<file path="config.mk">
export PLATFORM = sky130hd
export DESIGN_NAME = mips_main_control
export DESIGN_NICKNAME = d
export VERILOG_FILES = /design/src/rtl/mips_main_control.sv
export SDC_FILE = /design/constraint.sdc
export NUM_CORES = 1
export LEC_CHECK = 0
export CAP_MARGIN = 20
export CORE_AREA = 2 2 46 48
export CTS_CLUSTER_DIAMETER = 200
export DETAILED_ROUTE_END_ITERATION = 16
export DIE_AREA = 0 0 48 50
export PLACE_DENSITY = 0.75
export SLEW_MARGIN = 20
export SYNTH_ARGS = -nofsm -noshare
export SYNTH_HDL_FRONTEND = slang
export SYNTH_SLANG_ARGS = --single-unit
</file>
<file path="constraint.sdc">
create_clock -name clk -period 1.8 [get_ports clk]
set_input_delay 0.18 -clock clk [delete_from_list [all_inputs] [get_ports clk]]
set_output_delay 0.18 -clock clk [all_outputs]
set_load 0.02 [all_outputs]
</file>
<file path="src/rtl/mips_main_control.sv">
// Multicycle MIPS main control FSM. It decodes the IR opcode and steps the datapath
// through fetch, decode, execute, memory and writeback. The outputs are Moore outputs
// decoded from the state. While reset is low, every enable output is forced to 0.
module mips_main_control #(
  parameter bit ENABLE_BNE = 1'b1
) (
  input  logic       clk,
  input  logic       rst,
  input  logic [5:0] opcode,
  output logic       IorD,
  output logic       MemWrite,
  output logic       IRWrite,
  output logic       RegDst,
  output logic       MemtoReg,
  output logic       RegWrite,
  output logic       ALUSrcA,
  output logic [1:0] ALUSrcB,
  output logic [1:0] ALUOp,
  output logic [1:0] PCSrc,
  output logic       Branch,
  output logic       BranchNE,
  output logic       PCWrite,
  output logic       instr_done,
  output logic       illegal_op,
  output logic [3:0] state
);

  localparam logic [5:0] OpR    = 6'b000000;
  localparam logic [5:0] OpJ    = 6'b000010;
  localparam logic [5:0] OpBeq  = 6'b000100;
  localparam logic [5:0] OpBne  = 6'b000101;
  localparam logic [5:0] OpAddi = 6'b001000;
  localparam logic [5:0] OpLw   = 6'b100011;
  localparam logic [5:0] OpSw   = 6'b101011;

  typedef enum logic [3:0] {
    StFetch    = 4'd0,
    StDecode   = 4'd1,
    StMemAdr   = 4'd2,
    StMemRead  = 4'd3,
    StMemWb    = 4'd4,
    StMemWrite = 4'd5,
    StExecute  = 4'd6,
    StAluWb    = 4'd7,
    StBranch   = 4'd8,
    StAddiExec = 4'd9,
    StAddiWb   = 4'd10,
    StJump     = 4'd11
  } state_e;

  state_e     state_q, state_d;
  logic [5:0] op_q;
  logic       illegal_q, dec_illegal;

  // Raw enables, gated with reset at the ports
  logic pc_write_s, ir_write_s, mem_write_s, reg_write_s, branch_s, branch_ne_s, done_s;

  // Next-state logic; an unsupported opcode in DECODE goes back to FETCH and flags illegal
  always_comb begin
    state_d     = StFetch;
    dec_illegal = 1'b0;
    case (state_q)
      StFetch:    state_d = StDecode;
      StDecode: begin
        case (opcode)
          OpLw, OpSw: state_d = StMemAdr;
          OpR:        state_d = StExecute;
          OpBeq:      state_d = StBranch;
          OpBne: begin
            if (ENABLE_BNE) state_d = StBranch;
            else            dec_illegal = 1'b1;
          end
          OpAddi:     state_d = StAddiExec;
          OpJ:        state_d = StJump;
          default:    dec_illegal = 1'b1;
        endcase
      end
      StMemAdr:   state_d = (op_q == OpLw) ? StMemRead : StMemWrite;
      StMemRead:  state_d = StMemWb;
      StExecute:  state_d = StAluWb;
      StAddiExec: state_d = StAddiWb;
      // Terminal states and unused codes 12-15 all return to FETCH
      default:    state_d = StFetch;
    endcase
  end

  // State, latched opcode and registered illegal pulse
  always_ff @(posedge clk or negedge rst) begin
    if (!rst) begin
      state_q   <= StFetch;
      op_q      <= 6'd0;
      illegal_q <= 1'b0;
    end else begin
      state_q   <= state_d;
      illegal_q <= dec_illegal;
      if (state_q == StDecode) op_q <= opcode;
    end
  end

  // Moore output decode; anything not set for a state stays 0
  always_comb begin
    IorD        = 1'b0;
    RegDst      = 1'b0;
    MemtoReg    = 1'b0;
    ALUSrcA     = 1'b0;
    ALUSrcB     = 2'b00;
    ALUOp       = 2'b00;
    PCSrc       = 2'b00;
    pc_write_s  = 1'b0;
    ir_write_s  = 1'b0;
    mem_write_s = 1'b0;
    reg_write_s = 1'b0;
    branch_s    = 1'b0;
    branch_ne_s = 1'b0;
    done_s      = 1'b0;
    case (state_q)
      StFetch: begin
        ALUSrcB    = 2'b01;
        ir_write_s = 1'b1;
        pc_write_s = 1'b1;
      end
      StDecode:   ALUSrcB = 2'b11;
      StMemAdr: begin
        ALUSrcA = 1'b1;
        ALUSrcB = 2'b10;
      end
      StMemRead:  IorD = 1'b1;
      StMemWb: begin
        MemtoReg    = 1'b1;
        reg_write_s = 1'b1;
        done_s      = 1'b1;
      end
      StMemWrite: begin
        IorD        = 1'b1;
        mem_write_s = 1'b1;
        done_s      = 1'b1;
      end
      StExecute: begin
        ALUSrcA = 1'b1;
        ALUOp   = 2'b10;
      end
      StAluWb: begin
        RegDst      = 1'b1;
        reg_write_s = 1'b1;
        done_s      = 1'b1;
      end
      StBranch: begin
        ALUSrcA     = 1'b1;
        ALUOp       = 2'b01;
        PCSrc       = 2'b01;
        branch_s    = (op_q == OpBeq);
        branch_ne_s = ENABLE_BNE && (op_q == OpBne);
        done_s      = 1'b1;
      end
      StAddiExec: begin
        ALUSrcA = 1'b1;
        ALUSrcB = 2'b10;
      end
      StAddiWb: begin
        reg_write_s = 1'b1;
        done_s      = 1'b1;
      end
      StJump: begin
        PCSrc      = 2'b10;
        pc_write_s = 1'b1;
        done_s     = 1'b1;
      end
      default: ;
    endcase
  end

  // Reset is asynchronous, so the enables must drop as soon as rst goes low
  assign PCWrite    = pc_write_s & rst;
  assign IRWrite    = ir_write_s & rst;
  assign MemWrite   = mem_write_s & rst;
  assign RegWrite   = reg_write_s & rst;
  assign Branch     = branch_s & rst;
  assign BranchNE   = branch_ne_s & rst;
  assign instr_done = done_s & rst;
  assign illegal_op = illegal_q;
  assign state      = state_q;

endmodule

</file>
**Yosys cells after proc, flatten, opt, wreduce, memory -nomap -nowiden**

Index checks and enable logic that the tools add are counted.
Widths: inputs -> output; s select.

- Add/sub/neg operators: 0
- Multipliers: 0
- Divide/modulo/power cells: 0
- $lt $le $gt $ge: 0
- Equality and inequality tests: 20
- Shifts and indexed selects: 0
- Muxes and demuxes: 19
- Bitwise operators: 7
- Reduce and logical (&&, ||, !) cells: 11

Operator list:

| kind | count |
|---|---|
| $eq 6x3->1 const B | 4 |
| $pmux 4 s6 | 1 |
| $pmux 4 s5 | 1 |
| $eq 6x6->1 const B | 3 |
| $eq 4x3->1 const B | 4 |
| $eq 4x4->1 const B | 4 |
| $mux 1 | 13 |
| $reduce_or 2->1 | 5 |
| $eq 4x2->1 const B | 2 |
| $pmux 2 s2 | 2 |
| $and 1x1->1 | 7 |
| $reduce_or 7->1 | 1 |
| $eq 6x2->1 const B | 1 |
| $eq 6x4->1 const B | 1 |
| $logic_not 6->1 | 1 |
| $pmux 2 s3 | 1 |
| $reduce_or 6->1 | 1 |
| $eq 4x1->1 const B | 1 |
| $logic_not 4->1 | 1 |
| $reduce_or 4->1 | 1 |
| $mux 3 | 1 |
| $reduce_or 3->1 | 1 |

- Register bits: 11
- Latch bits: 0
- Bits in writable memories: 0
- ROM bits: 0
- Output and inout port bits: 22
- Logic and storage cells: 60
- Memories kept: 0

**Depth between registers and ports, before layout**

Gate-level depths: netlist of the first run.

- Depth after elaboration: 4
- Mapped depth: 4

**Worst setup path before layout of the first run**

No wires, ideal clock.

- Path kind: reg-to-output
- Start: register state_q[0] (netlist: state[0])
- End: output port PCSrc[0]
- Arrival time: 1.533 ns
- Data required time: 1.620 ns
- Path slack: 0.087 ns
- Cell stages (with the launch flop): 4
- Buffers on the path: 2
- Path through: dfrtp_1 clkbuf_1 nor3_1 buf_4

- Cells in the longest elaborated chain, start to end: 2
- Elaborated cells between the ends (all ways): 3
- Classes of those cells: eq/ne (2); mux (1)

Ends and longest elaborated chain:

| what | line | RTL |
|---|---|---|
| start: declaration | 51 | `state_e state_q, state_d;` |
| start signal: assignment | 90 | `state_q <= StFetch;` |
| start signal: assignment | 94 | `state_q <= state_d;` |
| $eq 4x4->1 | 116 | `case (state_q)` |
| $pmux 2 s2 (*) | 116 |  |
| end: declaration | 19 | `output logic [1:0] PCSrc,` |

Mark *: on every way between the ends. The rest lies on a longest branch, timed or not.

**Final worst setup path of the first run**

- Start: register state_q[3] (netlist: state[3])
- End: output port IorD

- Cells in the longest elaborated chain, start to end: 3
- Elaborated cells between the ends (all ways): 4
- Classes of those cells: eq/ne (2); mux (1); reduce/logical (1)

Ends and longest elaborated chain:

| what | line | RTL |
|---|---|---|
| $eq 4x3->1 or $eq 4x2->1 (tied branches) | 116 |  |
| $reduce_or 2->1 (no line) (*) | -- |  |
| $mux 1 (*) | 116 |  |
| end: declaration | 10 | `output logic IorD,` |

Marked as above.

==> results of run 1 <==
[power by group]
group | total (mW) | switching (mW) | internal [mW]
Combinational | 0.858 | 0.436 | 0.422
Clock | 0.177 | 0.0943 | 0.0824
Sequential | 0.452 | 0.101 | 0.351
[sequential cells by signal, summed over array words and instances, names as in the netlist]
| signal | flops |
|---|---|
| illegal_op | 1 |
| op_q | 6 |
| state | 4 |
[synth_stat cells, drive strengths merged (2+ instances only)]
library cell,n,share of area (%)
a31oi,3,2.5
and3,2,1.6
buf,4,3.0
dfrtp,11,36
inv,4,2.0
mux2,6,8.9
nand2,9,4.4
nand2b,4,3.3
nand3,3,2.0
nor2,12,5.9
nor2b,2,1.6
nor3,8,6.7
nor4,2,3.6
nor4b,3,3.4
xor2,2,2.3
[kinds of logic after synthesis]
kind of cell,share of synthesized area (%)
simple gates,35.6
buf+inv,5.42
flops,36.1
xor+xnor,2.30
compound gates,11.7
mux,8.87
[layout by cell type, fill, tap and decap left out, types with 2 or more instances in the layout]
| master | instances |
|---|---|
| nor4b_1 | 2 |
| a31oi_1 | 3 |
| clkbuf_4 | 3 |
| clkbuf_2 | 4 |
| mux2_2 | 6 |
| nor3_1 | 7 |
| nand3_1 | 3 |
| nor2_1 | 11 |
| clkdlybuf4s50_1 | 11 |
| nand2b_1 | 4 |
| buf_4 | 17 |
| nand2_1 | 9 |
| dlygate4sd2_1 | 8 |
| clkdlybuf4s15_1 | 3 |
| and3_1 | 2 |
| dfrtp_1 | 10 |
| inv_1 | 4 |
| xor2_1 | 2 |
[final timing paths]
check / startpoint / end / slack [ps] / cells past startpoint
worst max-delay path: state[3] / IorD / 100 / 5
worst min-delay path: rst / op_q[0] / 320 / 2
worst max register to register: state[1] / op_q[4] / 250 / 4
worst min register to register: op_q[2] / op_q[2] / 550 / 1
max in group asynchronous: rst / state[3] / 1340 / 2
min in group clk: op_q[2] / op_q[2] / 550 / 1
[metal layers]
metal	up-vias	GRT usage [%]	wire length, um
li1	413	-	-
met1	383	22.4	841
met2	35	35.3	1110
met3	0	2.56	131
met4	0	6.76	0
met5	-	0	0
[critical path, stage by stage, from the launching register on]
cell           delay (ps)
dfrtp_2               450
buf_4                 150
inv_1                  80
buf_4                 110
and3_1                120
dlygate4sd2_1         330
[cell type report]
cell class                 count  share of cell area (%)
tap                           27                    2.83
clock buffer                   3                    1.89
timing repair buffer          46                    32.2
multi-input combinational     68                    38.3
sequential                    11                    23.2
clock inverter                 1                   0.419
inverter                       4                    1.26
[repair_timing]
item,in CTS,in global routing
endpoints found under the setup margin,17,10
pin swaps,0,0
gates resized for setup,21,18
[metrics by stage]
step	total power, mW	instance area (um2)
floorplan	0.930	762
global placement	1.32	1190
detailed placement	1.35	1190
CTS	1.48	1200
global route	1.59	1190
finish	1.49	1190
==> metrics.md, run 1 <==
| Metric | Value |
|---|---|
| Clk root buf | `clkbuf_4` |
| Async SR Flop Fraction | `100%` |
| Worst Clk Skew | `2.69 ps` |
| Routed Antenna Nets | `0` |
| Area of the multi-input gates | `457 um2` |
| Sequential cell area | `277 um2` |
| Row count | `16` |
| Setup CP Type | `reg -> out` |
| Crit path arrival time | `1520 ps` |
| Nets | `142` |
| HP Class | `in -> async` |
| Clock sink count | `11` |
| F_max | `587 MHz` |
| CP Max Fanout | `7` |
| Mean Syn Cell Area | `8.66 um2` |
| Largest net degree at the start of global routing | `13` |
| Number of synthesized register bits | `11` |
| Core area | `1900 um2` |
| Final Hold Vio Count | `0` |
| Final setup viols | `0` |
| Dpl cells | `156` |
| Final setup margin | `96.9 ps` |
| Cts hold-fix bufs | `0` |
| Yosys warnings | `0` |
| Synth-to-Final Area Change | `56.6%` |
| Worst-path clk slew | `80 ps` |
| Worst-margin pin slew | `440 ps` |
| Filler cells | `177` |
| TritonRoute pass-1 iters | `4` |
| Die area | `2400 um2` |
| Post-route insts no fill | `160` |
| Vias/cell | `5.19` |
| Gr usage total | `19.7%` |
| Syn Inst Count | `88` |
| Setup crit start kind | `flop` |
| Fin Setup TNS | `0 ps` |
| Max VDD drop | `0.000672 V` |
| Port Buffers | `29` |
| Post-synthesis sequential area ratio | `36.1%` |
| Worst Path Required | `1620 ps` |
| Post-Place Setup Slack | `-85.1 ps` |
| Core Util, Final | `62.8%` |
| Fin crit share | `94.6%` |
| Total CTS buffers | `3` |
| RSZ-0062 raised after global routing | `yes` |
| Routed WL | `2.08 mm` |
| Initial core utilization | `40.1%` |
| Clock Path Buffers | `2` |
| Die H | `50 um` |
| RD Place Congestion | `0.854` |
| Synthesized Nets | `96` |
| Worst hold margin | `321 ps` |
| 1st-iter DRT viols | `16` |
| Initial antenna violation count | `0` |
| Residual DRC | `0` |
| Worst skew pair latency | `270 ps` |
| First-pass GRT wire length | `3.44 mm` |
| Post-CTS Setup Inserts | `0` |
| Half-perimeter wire length after placement | `1.70 mm` |
| Max-slew violation count | `0` |
| Die W | `48 um` |
| IO Count | `30` |
| Vias | `831` |
| CTS tree | `done` |
| Synth Cell Area | `762 um2` |
| P_leak | `0.546 nW` |
| Antenna cells | `0` |
| Vias in the first global route | `797` |
| Final min period | `1700 ps` |
| Max_cap viols | `0` |
| Synth Flop Type | `dfrtp_1` |
| Distinct cells, synth | `31` |
| Pwr Density | `1250 nW/um2` |
| Share of layout cells above drive strength 1 | `28.6%` |
| Post-synth EDFFs | `0` |
| DR WL/cell | `13.0 um` |
| Htree depth | `1` |
| Outcome | `finished clean` |
| Remaining global-route overflow | `0` |
| Slew headroom | `70.2%` |
| CP Capture Type | `primary output` |
No activity file was read; power rests on OpenSTA's default activity.
==> run 2: changes to the inputs <==
CAP_MARGIN = not set   (was 20)
CTS_CLUSTER_DIAMETER = 120   (was 200)
==> results of run 2 <==
Same layout as run 1: the final DEF is identical, and so are final timing and power.
==> run 3: changes to the inputs <==
MAX_ROUTING_LAYER = met4   (was not set)
REMOVE_ABC_BUFFERS = 1   (was not set)
SETUP_SLACK_MARGIN = 0.05   (was not set)
==> run 3 against run 2 <==
Net effect: clock skew is 0.71 ps lower; sequential power hardly changed; global-route usage is 1.1 points lower; total power is 3.7% lower; routed wire length is 6.9% lower; setup slack better by 22 ps; combinational power is 5.8% lower; flip-flop and latch count stayed put; highest routed layer is now met4; clock power hardly changed; die area stayed put; design area is 3.0% lower.
==> metrics.md, run 3 (same netlist as run 1, synthesis figures left out) <==
| Metric | Value |
|---|---|
| Residual DRC | `0 (unchanged)` |
| Pwr Density | `1240 nW/um2 (was 1250 nW/um2)` |
| CP Max Fanout | `7 (unchanged)` |
| Final Hold Vio Count | `0 (unchanged)` |
| DR WL/cell | `12.3 um (was 13.0 um)` |
| Core area | `1900 um2 (unchanged)` |
| Core Util, Final | `60.9% (was 62.8%)` |
| Initial antenna violation count | `0 (unchanged)` |
| Fin crit share | `93.4% (was 94.6%)` |
| Commonest non-fill, non-tap cell in the layout | `buf_4 (unchanged)` |
| Max-slew violation count | `0 (unchanged)` |
| Area of placed instances | `1160 um2 (was 1190 um2)` |
| Die W | `48 um (unchanged)` |
| Synth-to-Final Area Change | `51.9% (was 56.6%)` |
| First-pass GRT wire length | `3.19 mm (was 3.44 mm)` |
| Nets | `139 (was 142)` |
| Gr usage total | `18.6% (was 19.7%)` |
| Most flops, register | `op_q (unchanged)` |
| CP Capture Type | `primary output (unchanged)` |
| Clk root buf | `clkbuf_4 (unchanged)` |
| 1st-iter DRT viols | `25 (was 16)` |
| Share of layout cells above drive strength 1 | `26.9% (was 28.6%)` |
| Outcome | `finished clean (unchanged)` |
| Htree depth | `1 (unchanged)` |
| Half-perimeter wire length after placement | `1.62 mm (was 1.70 mm)` |
| Die area | `2400 um2 (unchanged)` |
| Worst-margin pin slew | `421 ps (was 440 ps)` |
| Initial core utilization | `40.1% (unchanged)` |
| Row count | `16 (unchanged)` |
| Final setup margin | `118 ps (was 96.9 ps)` |
| Largest net degree at the start of global routing | `10 (was 13)` |
| Most frequent cells in the layout | `14 x buf_4, 12 x nor2_1, 11 x clkdlybuf4s50_1, 10 x dfrtp_1, 9 x nand2_1 (was 17 x buf_4, 11 x nor2_1, 11 x clkdlybuf4s50_1, 10 x dfrtp_1, 9 x nand2_1)` |
| Filler cells | `188 (was 177)` |
| Antenna cells | `0 (unchanged)` |
| Setup CP Type | `reg -> out (unchanged)` |
| P_leak | `0.518 nW (was 0.546 nW)` |
| Vias in the first global route | `751 (was 797)` |
| RD Place Congestion | `0.863 (was 0.854)` |
| Sequential cell area | `277 um2 (unchanged)` |
| Setup crit start kind | `flop (unchanged)` |
| Slew headroom | `71.5% (was 70.2%)` |
| Post-route insts no fill | `157 (was 160)` |
| Final Instance Area | `1160 um2 (was 1190 um2)` |
| Remaining global-route overflow | `0 (unchanged)` |
| Worst Path Required | `1620 ps (about the same)` |
| Clock Path Buffers | `2 (unchanged)` |
| HP Class | `in -> async (unchanged)` |
| Reg2Reg Setup Slack | `250 ps (about the same)` |
| Worst-path clk slew | `70 ps (was 80 ps)` |
| Area of the multi-input gates | `450 um2 (was 457 um2)` |
| Port Buffers | `29 (unchanged)` |
| Clock sink count | `11 (unchanged)` |
| Final min period | `1680 ps (was 1700 ps)` |
| Vias | `821 (was 831)` |
| RSZ-0062 raised after global routing | `yes (unchanged)` |
| Post-Place Setup Slack | `-50.7 ps (was -85.1 ps)` |
| Largest register FFs | `6 (unchanged)` |
| Final setup viols | `0 (unchanged)` |
| Worst skew pair latency | `270 ps (about the same)` |
| Routed WL | `1.94 mm (was 2.08 mm)` |
| Die H | `50 um (unchanged)` |
| F_max | `595 MHz (was 587 MHz)` |
| CTS tree | `done (unchanged)` |
| TritonRoute pass-1 iters | `4 (unchanged)` |
| Routed Antenna Nets | `0 (unchanged)` |
| Total CTS buffers | `3 (unchanged)` |
| Worst Clk Skew | `1.98 ps (was 2.69 ps)` |
| Vias/cell | `5.23 (was 5.19)` |
| Max_cap viols | `0 (unchanged)` |
| IO Count | `30 (unchanged)` |
| Fin Setup TNS | `0 ps (unchanged)` |
| Crit path arrival time | `1500 ps (was 1520 ps)` |
| Dpl cells | `153 (was 156)` |
| Max VDD drop | `0.000646 V (was 0.000672 V)` |
| Tot Pwr | `1.43 mW (was 1.49 mW)` |
| Worst hold margin | `320 ps (was 321 ps)` |
[run 3: cell types whose count changed in the layout (fill, tap and decap cells not counted), sizes merged]
cell	previous run	this run
dlygate4sd1	1	2
dlymetal6s2s	1	0
clkbuf	7	8
clkinv	1	0
dlygate4sd2	8	7
buf	18	16
[run 3: layer usage]
layer | GRT usage (%) | wire length, um | up-vias
li1 | - | - | 402
met1 | 23.2 | 788 | 375
met2 | 30.0 | 967 | 40
met3 | 3.30 | 155 | 4
met4 | 5.41 | 25 | 0
met5 | - | 0 | -
[run 3: critical path: stages, from the launching register on]
cell	delay (ps)
dfrtp_2	450
nand2b_2	240
nor3_1	150
o21a_1	130
clkdlybuf4s15_2	260
[run 3: power breakdown]
group | switching (mW) | internal (mW)
Sequential | 0.0992 | 0.351
Combinational | 0.419 | 0.389
Clock | 0.0882 | 0.0859
Total | 0.606 | 0.826
[run 3: cell type report]
cell class              instances  share of cell area [%]
multi-input cells              68                    38.9
repair buffers                 43                    30.7
flip-flops and latches         11                    23.9
well taps                      27                    2.92
clock buffers                   4                    2.27
inverters                       4                    1.30
[run 3: repair_timing]
action | CTS | global route
pin swaps | 0 | 1
setup buffers | 0 | 0
hold buffers | 0 | 0
gates resized for setup | 27 | 18
setup endpoints to repair | 18 | 12
[run 3: worst paths after layout]
path                                  to  cells past startpoint      from
min in group clk                 op_q[3]                      1   op_q[3]
worst min register to register   op_q[3]                      1   op_q[3]
worst max register to register   op_q[5]                      4  state[1]
worst min-delay path             op_q[4]                      2       rst
max in group asynchronous       state[3]                      2       rst
worst max-delay path            RegWrite                      4  state[3]
